### config.mk
export PLATFORM = sky130hd
export DESIGN_NAME = fnd_scan_driver_flat
export DESIGN_NICKNAME = d
export VERILOG_FILES = /design/src/rtl/fnd_scan_driver_if.sv /design/src/rtl/fnd_scan_driver.sv /design/src/flat_wrapper.sv
export SDC_FILE = /design/constraint.sdc
export NUM_CORES = 1
export LEC_CHECK = 0
export ABC_CLOCK_PERIOD_IN_PS = 3400
export CAP_MARGIN = 20
export CORE_MARGIN = 1.5
export CORE_UTILIZATION = 52
export CTS_BUF_LIST = sky130_fd_sc_hd__clkbuf_8
export CTS_CLUSTER_SIZE = 24
export DETAILED_ROUTE_END_ITERATION = 6
export GPL_ROUTABILITY_DRIVEN = 0
export PLACE_DENSITY = 0.78
export RECOVER_POWER = 100
export SLEW_MARGIN = 30
export SYNTH_ARGS = -nofsm -noshare
export SYNTH_HDL_FRONTEND = slang
export SYNTH_SLANG_ARGS = --single-unit
### constraint.sdc
create_clock -name i_clk -period 3.4 [get_ports i_clk]
set_clock_uncertainty 0.1 [all_clocks]
set_input_delay 1.02 -clock i_clk [delete_from_list [all_inputs] [get_ports i_clk]]
set_output_delay 1.02 -clock i_clk [all_outputs]
set_load 0.02 [all_outputs]
### src/rtl/fnd_scan_driver_if.sv
// Display-side bundle for the FND scan driver: frame inputs (digit codes, dp, blink) and
// registered segment/common/frame outputs. No handshake; inputs are sampled once per frame.
interface fnd_scan_driver_if;
   logic [3:0] i_digit0;
   logic [3:0] i_digit1;
   logic [3:0] i_digit2;
   logic [3:0] i_digit3;
   logic [3:0] i_dp;
   logic [3:0] i_blink;
   logic [7:0] o_seg;
   logic [3:0] o_com;
   logic       o_frame;

   modport master (
      output i_digit0, i_digit1, i_digit2, i_digit3, i_dp, i_blink,
      input  o_seg, o_com, o_frame
   );

   modport slave (
      input  i_digit0, i_digit1, i_digit2, i_digit3, i_dp, i_blink,
      output o_seg, o_com, o_frame
   );
endinterface

### src/rtl/fnd_scan_driver.sv
// 4-digit time-multiplexed FND driver: BLANK/SHOW scan, frame latch, per-digit dp and blink.
// Outputs registered (one cycle behind state decisions); no backpressure, inputs sampled once per frame.
module fnd_scan_driver #(
   parameter int DWELL        = 50000,
   parameter int DEAD         = 16,
   parameter int BLINK_FRAMES = 250,
   parameter bit SEG_ACT_LOW  = 1'b1,
   parameter bit COM_ACT_LOW  = 1'b1
) (
   input  logic               i_clk,
   input  logic               i_rst,
   fnd_scan_driver_if.slave   bus
);

   localparam int CMAX = (DWELL > DEAD) ? DWELL : DEAD;
   localparam int CW   = $clog2(CMAX + 1);
   localparam int FW   = $clog2(BLINK_FRAMES + 1);
   localparam logic [CW-1:0] DEAD_LAST  = CW'(DEAD - 1);
   localparam logic [CW-1:0] DWELL_LAST = CW'(DWELL - 1);
   localparam logic [FW-1:0] FRM_LAST   = FW'(BLINK_FRAMES - 1);
   localparam logic [7:0]    SEG_OFF    = SEG_ACT_LOW ? 8'hFF : 8'h00;
   localparam logic [3:0]    COM_OFF    = COM_ACT_LOW ? 4'hF : 4'h0;

   typedef enum logic {ST_BLANK, ST_SHOW} state_t;

   function automatic logic [6:0] decode(input logic [3:0] code);
      logic [6:0] pat;
      case (code)
         4'd0:    pat = 7'h3F;
         4'd1:    pat = 7'h06;
         4'd2:    pat = 7'h5B;
         4'd3:    pat = 7'h4F;
         4'd4:    pat = 7'h66;
         4'd5:    pat = 7'h6D;
         4'd6:    pat = 7'h7D;
         4'd7:    pat = 7'h07;
         4'd8:    pat = 7'h7F;
         4'd9:    pat = 7'h6F;
         4'd11:   pat = 7'h40;
         default: pat = 7'h00;
      endcase
      return pat;
   endfunction

   state_t          state_q, state_d;
   logic [1:0]      idx_q, idx_d;
   logic [CW-1:0]   cnt_q, cnt_d;
   logic [FW-1:0]   frm_cnt_q, frm_cnt_d;
   logic            phase_q, phase_d;
   logic [3:0][3:0] code_q, code_d;
   logic [3:0]      dp_q, dp_d;
   logic [3:0]      mask_q, mask_d;
   logic [7:0]      seg_q, seg_d;
   logic [3:0]      com_q, com_d;
   logic            frame_q, frame_d;
   logic            latch;
   logic [7:0]      seg_hi;
   logic [3:0]      com_hi;

   always_comb begin
      state_d   = state_q;
      idx_d     = idx_q;
      cnt_d     = cnt_q + CW'(1);
      frm_cnt_d = frm_cnt_q;
      phase_d   = phase_q;
      code_d    = code_q;
      dp_d      = dp_q;
      mask_d    = mask_q;
      seg_hi    = 8'h00;
      com_hi    = 4'h0;
      seg_d     = SEG_OFF;
      com_d     = COM_OFF;

      latch   = (state_q == ST_BLANK) && (idx_q == 2'd0) && (cnt_q == '0);
      frame_d = latch;

      case (state_q)
         ST_BLANK: if (cnt_q == DEAD_LAST) begin
            state_d = ST_SHOW;
            cnt_d   = '0;
         end
         ST_SHOW: if (cnt_q == DWELL_LAST) begin
            state_d = ST_BLANK;
            idx_d   = idx_q + 2'd1;
            cnt_d   = '0;
         end
         default: state_d = ST_BLANK;
      endcase

      // The frame uses the blink phase as it stood before this latch, so a
      // phase holds for BLINK_FRAMES whole frames starting at frame 0.
      if (latch) begin
         code_d = {bus.i_digit3, bus.i_digit2, bus.i_digit1, bus.i_digit0};
         dp_d   = bus.i_dp;
         mask_d = phase_q ? bus.i_blink : 4'h0;
         if (frm_cnt_q == FRM_LAST) begin
            frm_cnt_d = '0;
            phase_d   = ~phase_q;
         end else begin
            frm_cnt_d = frm_cnt_q + FW'(1);
         end
      end

      // Outputs are computed from next-state values so the registered pins line up with state_q.
      if (state_d == ST_SHOW) begin
         seg_hi = {dp_d[idx_d], decode(code_d[idx_d])};
         if (mask_d[idx_d]) seg_hi = 8'h00;
         com_hi = 4'b0001 << idx_d;
         seg_d  = SEG_ACT_LOW ? ~seg_hi : seg_hi;
         com_d  = COM_ACT_LOW ? ~com_hi : com_hi;
      end
   end

   always_ff @(posedge i_clk) begin
      if (i_rst) begin
         state_q   <= ST_BLANK;
         idx_q     <= 2'd0;
         cnt_q     <= '0;
         frm_cnt_q <= '0;
         phase_q   <= 1'b0;
         code_q    <= {4{4'd10}};
         dp_q      <= 4'h0;
         mask_q    <= 4'h0;
         seg_q     <= SEG_OFF;
         com_q     <= COM_OFF;
         frame_q   <= 1'b0;
      end else begin
         state_q   <= state_d;
         idx_q     <= idx_d;
         cnt_q     <= cnt_d;
         frm_cnt_q <= frm_cnt_d;
         phase_q   <= phase_d;
         code_q    <= code_d;
         dp_q      <= dp_d;
         mask_q    <= mask_d;
         seg_q     <= seg_d;
         com_q     <= com_d;
         frame_q   <= frame_d;
      end
   end

   assign bus.o_seg   = seg_q;
   assign bus.o_com   = com_q;
   assign bus.o_frame = frame_q;

endmodule

### src/flat_wrapper.sv
// flat-port wrapper written by rule: the top's interface ports become plain ports
module fnd_scan_driver_flat 
#(
   parameter int DWELL        = 50000,
   parameter int DEAD         = 16,
   parameter int BLINK_FRAMES = 250,
   parameter bit SEG_ACT_LOW  = 1'b1,
   parameter bit COM_ACT_LOW  = 1'b1
)
  (i_clk, i_rst, bus_i_digit0, bus_i_digit1, bus_i_digit2, bus_i_digit3, bus_i_dp, bus_i_blink, bus_o_seg, bus_o_com, bus_o_frame);
  fnd_scan_driver_if bus_i ();
  input  logic i_clk;
  input  logic i_rst;
  input wire logic [$bits(bus_i.i_digit0)-1:0] bus_i_digit0;
  input wire logic [$bits(bus_i.i_digit1)-1:0] bus_i_digit1;
  input wire logic [$bits(bus_i.i_digit2)-1:0] bus_i_digit2;
  input wire logic [$bits(bus_i.i_digit3)-1:0] bus_i_digit3;
  input wire logic [$bits(bus_i.i_dp)-1:0] bus_i_dp;
  input wire logic [$bits(bus_i.i_blink)-1:0] bus_i_blink;
  output wire logic [$bits(bus_i.o_seg)-1:0] bus_o_seg;
  output wire logic [$bits(bus_i.o_com)-1:0] bus_o_com;
  output wire logic [$bits(bus_i.o_frame)-1:0] bus_o_frame;
  assign bus_i.i_digit0 = bus_i_digit0;
  assign bus_i.i_digit1 = bus_i_digit1;
  assign bus_i.i_digit2 = bus_i_digit2;
  assign bus_i.i_digit3 = bus_i_digit3;
  assign bus_i.i_dp = bus_i_dp;
  assign bus_i.i_blink = bus_i_blink;
  assign bus_o_seg = bus_i.o_seg;
  assign bus_o_com = bus_i.o_com;
  assign bus_o_frame = bus_i.o_frame;
  fnd_scan_driver #(.DWELL(DWELL), .DEAD(DEAD), .BLINK_FRAMES(BLINK_FRAMES), .SEG_ACT_LOW(SEG_ACT_LOW), .COM_ACT_LOW(COM_ACT_LOW)) u_core (.i_clk(i_clk), .i_rst(i_rst), .bus(bus_i));
endmodule
==> flow_summary.ini, run 1 <==
[power_and_ir_drop]
combPwrFrac = 0.150
power_density_nw_per_um2 = 456.3
clockPowerShare = 0.408
seqPwrFrac = 0.442
switchingPower_uw = 473.8
ir_drop_uv = 270.4
swShare = 0.2564
p_int_uw = 1374
leakage_uw = 0.001551

[timing]
relSlewSlack = 0.5479
slew_viol_final = 0
rsz0062_at_grt = no
worstMarginPinSlew_ns = 0.6781
final.setup.tns_ns = 0
post-route-min-period_ns = 3.282
max_freq_ghz = 0.3047
setup_viol = 0
hold_viol_final = 0
fin_crit_sh = 0.9652

[synthesis]
async_reset_ff_frac = 0
synth_most_common_cell = dfxtp_1
synth_common_cells = dfxtp_1 (65), nand2_1 (63), nor2_1 (52), nand3_1 (28), a21oi_1 (16)
synth_seq_area_share = 0.3977
ys.warnings.count = 0
netlist_instances = 385
avgSynthCellArea_um2 = 8.498
synthTopCellsByArea = dfxtp_1 (40%), nand2_1 (7.2%), nor2_1 (6.0%), nand3_1 (4.3%), ha_1 (4.2%)
synth_seq_cells = 65
synthDistinctLibCells = 50
netlist_area_um2 = 3272
synthFlopType = dfxtp_1
yosysTopAreaCell = dfxtp_1
syn_nets = 422
synth_edf_count = 0
yosysTopAreaCellShare = 0.3977

[drt]
detail_route.first_pass.iterations = 7
wl_per_cell_um = 14.29
via_per_inst = 5.598
drc = 0
drtAntennaViolNets = 0
routed_wirelength_mm = 7.401
num_vias = 2900
drtIter0Drc = 151

[floorplanning]
die-area_um2 = 6777
core_area_um2 = 5991
rows = 28
pin_count = 39
initial_core_util = 0.5462
die_h_um = 82.32
die-width_um = 82.32

[layout]
diodes = 0
fillers = 477
nets = 475
multi_input_area_um2 = 1833
final_area_um2 = 4049
drive_gt1_frac = 0.1174
area_delta_synth_final_pct = 23.75
regArea_um2 = 1301

[cts]
htreeDepth = 3
cts.clk_slew.worst_paths_ns = 0.07
insertion_delay_ns = 0.35
root_buffer = clkbuf_8
cts.sinks = 65
numCtsBuffers = 9
cts.path.max_buffers = 2
cts_tree = done

[global_routing]
grt_max_degree = 31
grt_pass1_vias = 2761
grt_usage = 0.2418
grt_overflow = 0
antenna_found_initial = 0
grt_pass1_wl_mm = 12.23

[min_path]
hold_start = u_core.mask_q[2]
hold_end = u_core.mask_q[2]
min_path_type = reg -> reg
min_path_cells = 2

[worst_setup_path]
path_max_fanout = 13
criticalPathCategory = reg -> reg
crit_family = simple AND/OR/NAND/NOR gates
end_kind = flip-flop
cpMostUsedCell = or4_4
cp-start-kind = flip-flop
crit_chain = or4_4 > or4_4 > or2_4 > a21oi_4 > or4b_1 > a31oi_4 > a21boi_4 > o21ai_1
crit_cells = 8
critPathMaxStageDelay_ns = 0.55
crit_arrival_ns = 3.42
r2r_slack_ns = 0.12
reg2reg_to = u_core.bus.o_seg[3]
worstPathRequired_ns = 3.53
r2r-start = u_core.cnt_q[11]
crit_buf_inv = 0
reg2regPathDepth = 8
critPathSlowestCell = or4_4

[place]
placed_area_um2 = 3812
post-dp-hpwl_mm = 5.302
numPortBuffers = 38

[flow_run]
cap_violations = 0

[outcome]
status = finished, final reports clean
==> sequential cells by signal (all words and copies together), names as in the netlist <==
name,count
u_core.bus.o_frame,1
u_core.mask_q,4
u_core.code_q,16
u_core.bus.o_seg,8
u_core.dp_q,4
u_core.cnt_q,16
u_core.bus.o_com,4
u_core.idx_q,2
u_core.state_q,1
u_core.frm_cnt_q,8
u_core.phase_q,1
==> layer usage <==
| metal | vias up | track usage | wire [um] |
|---|---|---|---|
| met2 | 89 | 0.3902 | 3469 |
| met1 | 1369 | 0.3026 | 3361 |
| met5 | - | 0 | 0 |
| li1 | 1429 | - | - |
| met3 | 13 | 0.05714 | 412 |
| met4 | 0 | 0.1153 | 157 |
==> cell usage in the layout (no fill, tap or decap), types with 11 or more instances in the layout <==
| cell type | instances |
|---|---|
| mux2i_1 | 12 |
| nand3_1 | 28 |
| xor2_1 | 13 |
| dlygate4sd3_1 | 13 |
| dfxtp_1 | 65 |
| ha_1 | 11 |
| clkbuf_8 | 11 |
| a21oi_1 | 16 |
| buf_4 | 17 |
| clkdlybuf4s50_1 | 25 |
| inv_1 | 11 |
| nand2_1 | 63 |
| nor2_1 | 53 |
==> layout make-up <==
class,instances,area share
multi-input cells,290,0.4527
inverters,11,0.01020
clock inverters,5,0.01916
clock buffers,11,0.03739
flip-flops and latches,65,0.3214
repair buffers,61,0.1360
well taps,75,0.02318
==> worst reg2reg max path: stages (launching register included) <==
cell and delay [ns]:
dfxtp_1 0.34, or4_4 0.55, or4_4 0.53, or2_4 0.33, a21oi_4 0.16, or4b_1 0.52
a31oi_4 0.28, a21boi_4 0.26, o21ai_1 0.10
==> per-stage QoR <==
step           total power (uW)  utilization  cells  hold WS (ns)  setup slack (ns)
2_1_floorplan              1014            -    385        0.3285            0.1533
3_3_place_gp               1096       0.6364    498        0.3445            0.1234
3_5_place_dp               1103       0.6364    498        0.3493           0.02405
4_1_cts                    1851       0.6746    514        0.3587           0.02107
5_1_grt                    1923       0.6759    518        0.3842          0.006531
6_report                   1847       0.6759    518        0.3633            0.1185
==> logic make-up after synthesis <==
logic type / after synthesis / synth area share
compound gates: 54 / 0.1212
fa+ha+maj: 11 / 0.04206
mux: 16 / 0.06425
simple gates: 189 / 0.2815
xor+xnor: 20 / 0.05354
flops: 65 / 0.3977
buf+inv: 30 / 0.03977
==> how the worst max path moves through the flow <==
stage | from | end | slack, ns
after global routing | u_core.cnt_q[11] | u_core.bus.o_seg[6] | 0.007
final | u_core.cnt_q[11] | u_core.bus.o_seg[3] | 0.12
after CTS | u_core.cnt_q[11] | u_core.bus.o_seg[3] | 0.02
after detailed placement | u_core.cnt_q[11] | u_core.bus.o_seg[3] | 0.02
after global placement | u_core.cnt_q[11] | u_core.bus.o_seg[5] | 0.12
after floorplan | u_core.cnt_q[10] | u_core.bus.o_seg[6] | 0.15
==> power groups by stage <==
stage               Sequential (uW)  Combinational (uW)  Clock [uW]
detailed placement              833                 270           0
global route                    821                 309         793
CTS                             816                 272         763
global placement                832                 263           0
floorplan                       829                 185           0
finish                          816                 278         754
==> what timing repair did <==
| item | in CTS | in global routing |
|---|---|---|
| hold buffers | 0 | 0 |
| setup endpoints to repair | 0 | 7 |
| resized for setup | 0 | 1 |
| setup buffers | 0 | 4 |
Power figures use the tool's default switching activity.
==> inputs of run 2 (changes only) <==
==> constraint.sdc (replaced) <==
create_clock -name i_clk -period 3.4 [get_ports i_clk]
set_clock_uncertainty 0.1 [all_clocks]
set_input_delay 1.02 -clock i_clk [delete_from_list [all_inputs] [get_ports i_clk]]
set_output_delay 1.02 -clock i_clk [all_outputs]
set_load 0.1 [all_outputs]
==> flow_summary.ini, run 2 (synthesized netlist as in run 1, its figures left out) <==
[outcome]
status = finished, final reports clean

[layout]
area_delta_synth_final_pct = 20.96
drive_gt1_frac = 0.1400
layout_common_cells = dfxtp_1 (65), nand2_1 (62), nor2_1 (52), nand3_1 (28), clkdlybuf4s50_1 (25)
diodes = 0
nets = 477
reg_top3 = u_core.cnt_q: 16 flops, u_core.code_q: 16 flops
final_cell_count_no_fill = 518
finish.utilization = 0.6606
final_common_cell = dfxtp_1

[worst_setup_path]
reg2reg_to = u_core.bus.o_seg[6]
critPathSlowestCell = or4_4
endpoint = u_core.bus.o_seg[6]
crit_chain = or4_4 > or4_4 > or2_4 > buf_4 > o211ai_1 > o31a_1 > inv_2 > ha_1 > nor4b_2 > a31oi_1
criticalPathCategory = reg -> reg
cp-start-kind = flip-flop
crit_family = simple AND/OR/NAND/NOR gates
reg2regPathDepth = 10
path_max_fanout = 9
crit_arrival_ns = 3.40
crit_path_start = u_core.cnt_q[11]
crit_buf_inv = 2
cpMostUsedCell = or4_4
end_kind = flip-flop
crit_cells = 10
r2r_slack_ns = 0.12
worstPathRequired_ns = 3.52
critPathMaxStageDelay_ns = 0.58
r2r-start = u_core.cnt_q[11]

[cts]
cts.clk_slew.worst_paths_ns = 0.07
numCtsBuffers = 9
ctsHoldBuffers = 0
htreeDepth = 3
insertion_delay_ns = 0.35
root_buffer = clkbuf_8
cts.sinks = 65
cts.path.max_buffers = 2
cts_tree = done

[floorplanning]
initial_core_util = 0.5462
rows = 28
core_area_um2 = 5991
die-area_um2 = 6777
pin_count = 39
die-width_um = 82.32
die_h_um = 82.32

[global_routing]
grt_usage = 0.2487
antenna_found_initial = 0
grt_pass1_vias = 2760
grt_max_degree = 31
grt_overflow = 0
grt_pass1_wl_mm = 12.48

[power_and_ir_drop]
ir_drop_uv = 300.5
seqPwrFrac = 0.467
combPwrFrac = 0.167
swShare = 0.2722
leakage_uw = 0.001547
p_int_uw = 1273
clockPowerShare = 0.365
switchingPower_uw = 475.9
power_density_nw_per_um2 = 441.8

[min_path]
min_path_type = reg -> reg

[drt]
drtAntennaViolNets = 0
detail_route.first_pass.iterations = 4
wl_per_cell_um = 14.82
drtIter0Drc = 178
num_vias = 2877
routed_wirelength_mm = 7.678
drc = 0
via_per_inst = 5.554

[place]
placedCellCount = 499
post-dp-hpwl_mm = 5.425
pre_cts_ws_ns = 0.04894
numPortBuffers = 38

[flow_run]
cap_violations = 0

[timing]
final.setup.tns_ns = 0
worstMarginPinSlew_ns = 1.171
fin_ws_ns = 0.1209
fin_crit_sh = 0.9645
setup_viol = 0
whs_ns = 0.3551
slew_viol_final = 0
rsz0062_at_grt = yes
max_freq_ghz = 0.3050
hold_viol_final = 0
post-route-min-period_ns = 3.279
relSlewSlack = 0.2224
run 2: power groups by stage:
stage | logic (uW) | registers, uW | clock network, uW
after global placement | 265 | 833 | 0
after CTS | 275 | 817 | 645
after global routing | 324 | 821 | 677
after detailed placement | 272 | 834 | 0
final | 292 | 817 | 639
after floorplan | 185 | 836 | 0
run 2: per-layer routing:
layer	vias to the layer above	GRT usage	routed length, um
li1	1438	-	-
met1	1340	0.3005	3436
met2	79	0.4179	3595
met3	20	0.05055	419
met4	0	0.1237	227
met5	-	0	0
run 2: worst min path at each step:
stage,slack (ns),endpoint,start,cells after the start
final,0.36,u_core.mask_q[2],u_core.mask_q[2],2
after global routing,0.39,u_core.mask_q[2],u_core.mask_q[2],2
after CTS,0.35,u_core.mask_q[2],u_core.mask_q[2],2
after detailed placement,0.35,u_core.mask_q[2],u_core.mask_q[2],2
after global placement,0.34,u_core.mask_q[2],u_core.mask_q[2],2
after floorplan,0.33,u_core.mask_q[3],u_core.mask_q[3],2
run 2: metrics by stage:
stage,total power [uW],area [um^2]
4_1_cts,1737,3961
3_5_place_dp,1106,3775
2_1_floorplan,1021,3272
3_3_place_gp,1098,3775
5_1_grt,1822,3958
6_report,1749,3958
run 2: what timing repair did:
item / in CTS / in global routing
cloned: 0 / 2
endpoints found under the setup margin: 1 / 2
buffers inserted: 0 / 3
resized for setup: 1 / 5
pin swaps: 0 / 1
run 2: area by class of cell:
cell class	count	area [um^2]
Fill cell	508	2033
Multi-Input combinational cell	292	1867
Sequential cell	65	1301
Timing Repair Buffer	61	471.7
Clock buffer	10	137.6
Tap cell	75	93.84
Clock inverter	4	45.04
Inverter	11	41.29
run 2: worst min-delay path, stage by stage (launching register included):
cell and delay, ns:
dfxtp_1 0.31, nand2_1 0.05, a21oi_1 0.05
==> inputs of run 3 (changes only) <==
--- a/config.mk
+++ b/config.mk
@@ -15,7 +15,7 @@
 export GPL_ROUTABILITY_DRIVEN = 0
 export PLACE_DENSITY = 0.78
 export RECOVER_POWER = 100
-export SLEW_MARGIN = 30
+export SLEW_MARGIN = 20
 export SYNTH_ARGS = -nofsm -noshare
 export SYNTH_HDL_FRONTEND = slang
 export SYNTH_SLANG_ARGS = --single-unit
==> results of run 3 <==
No change in the layout: final DEF, timing and power equal those of run 2.
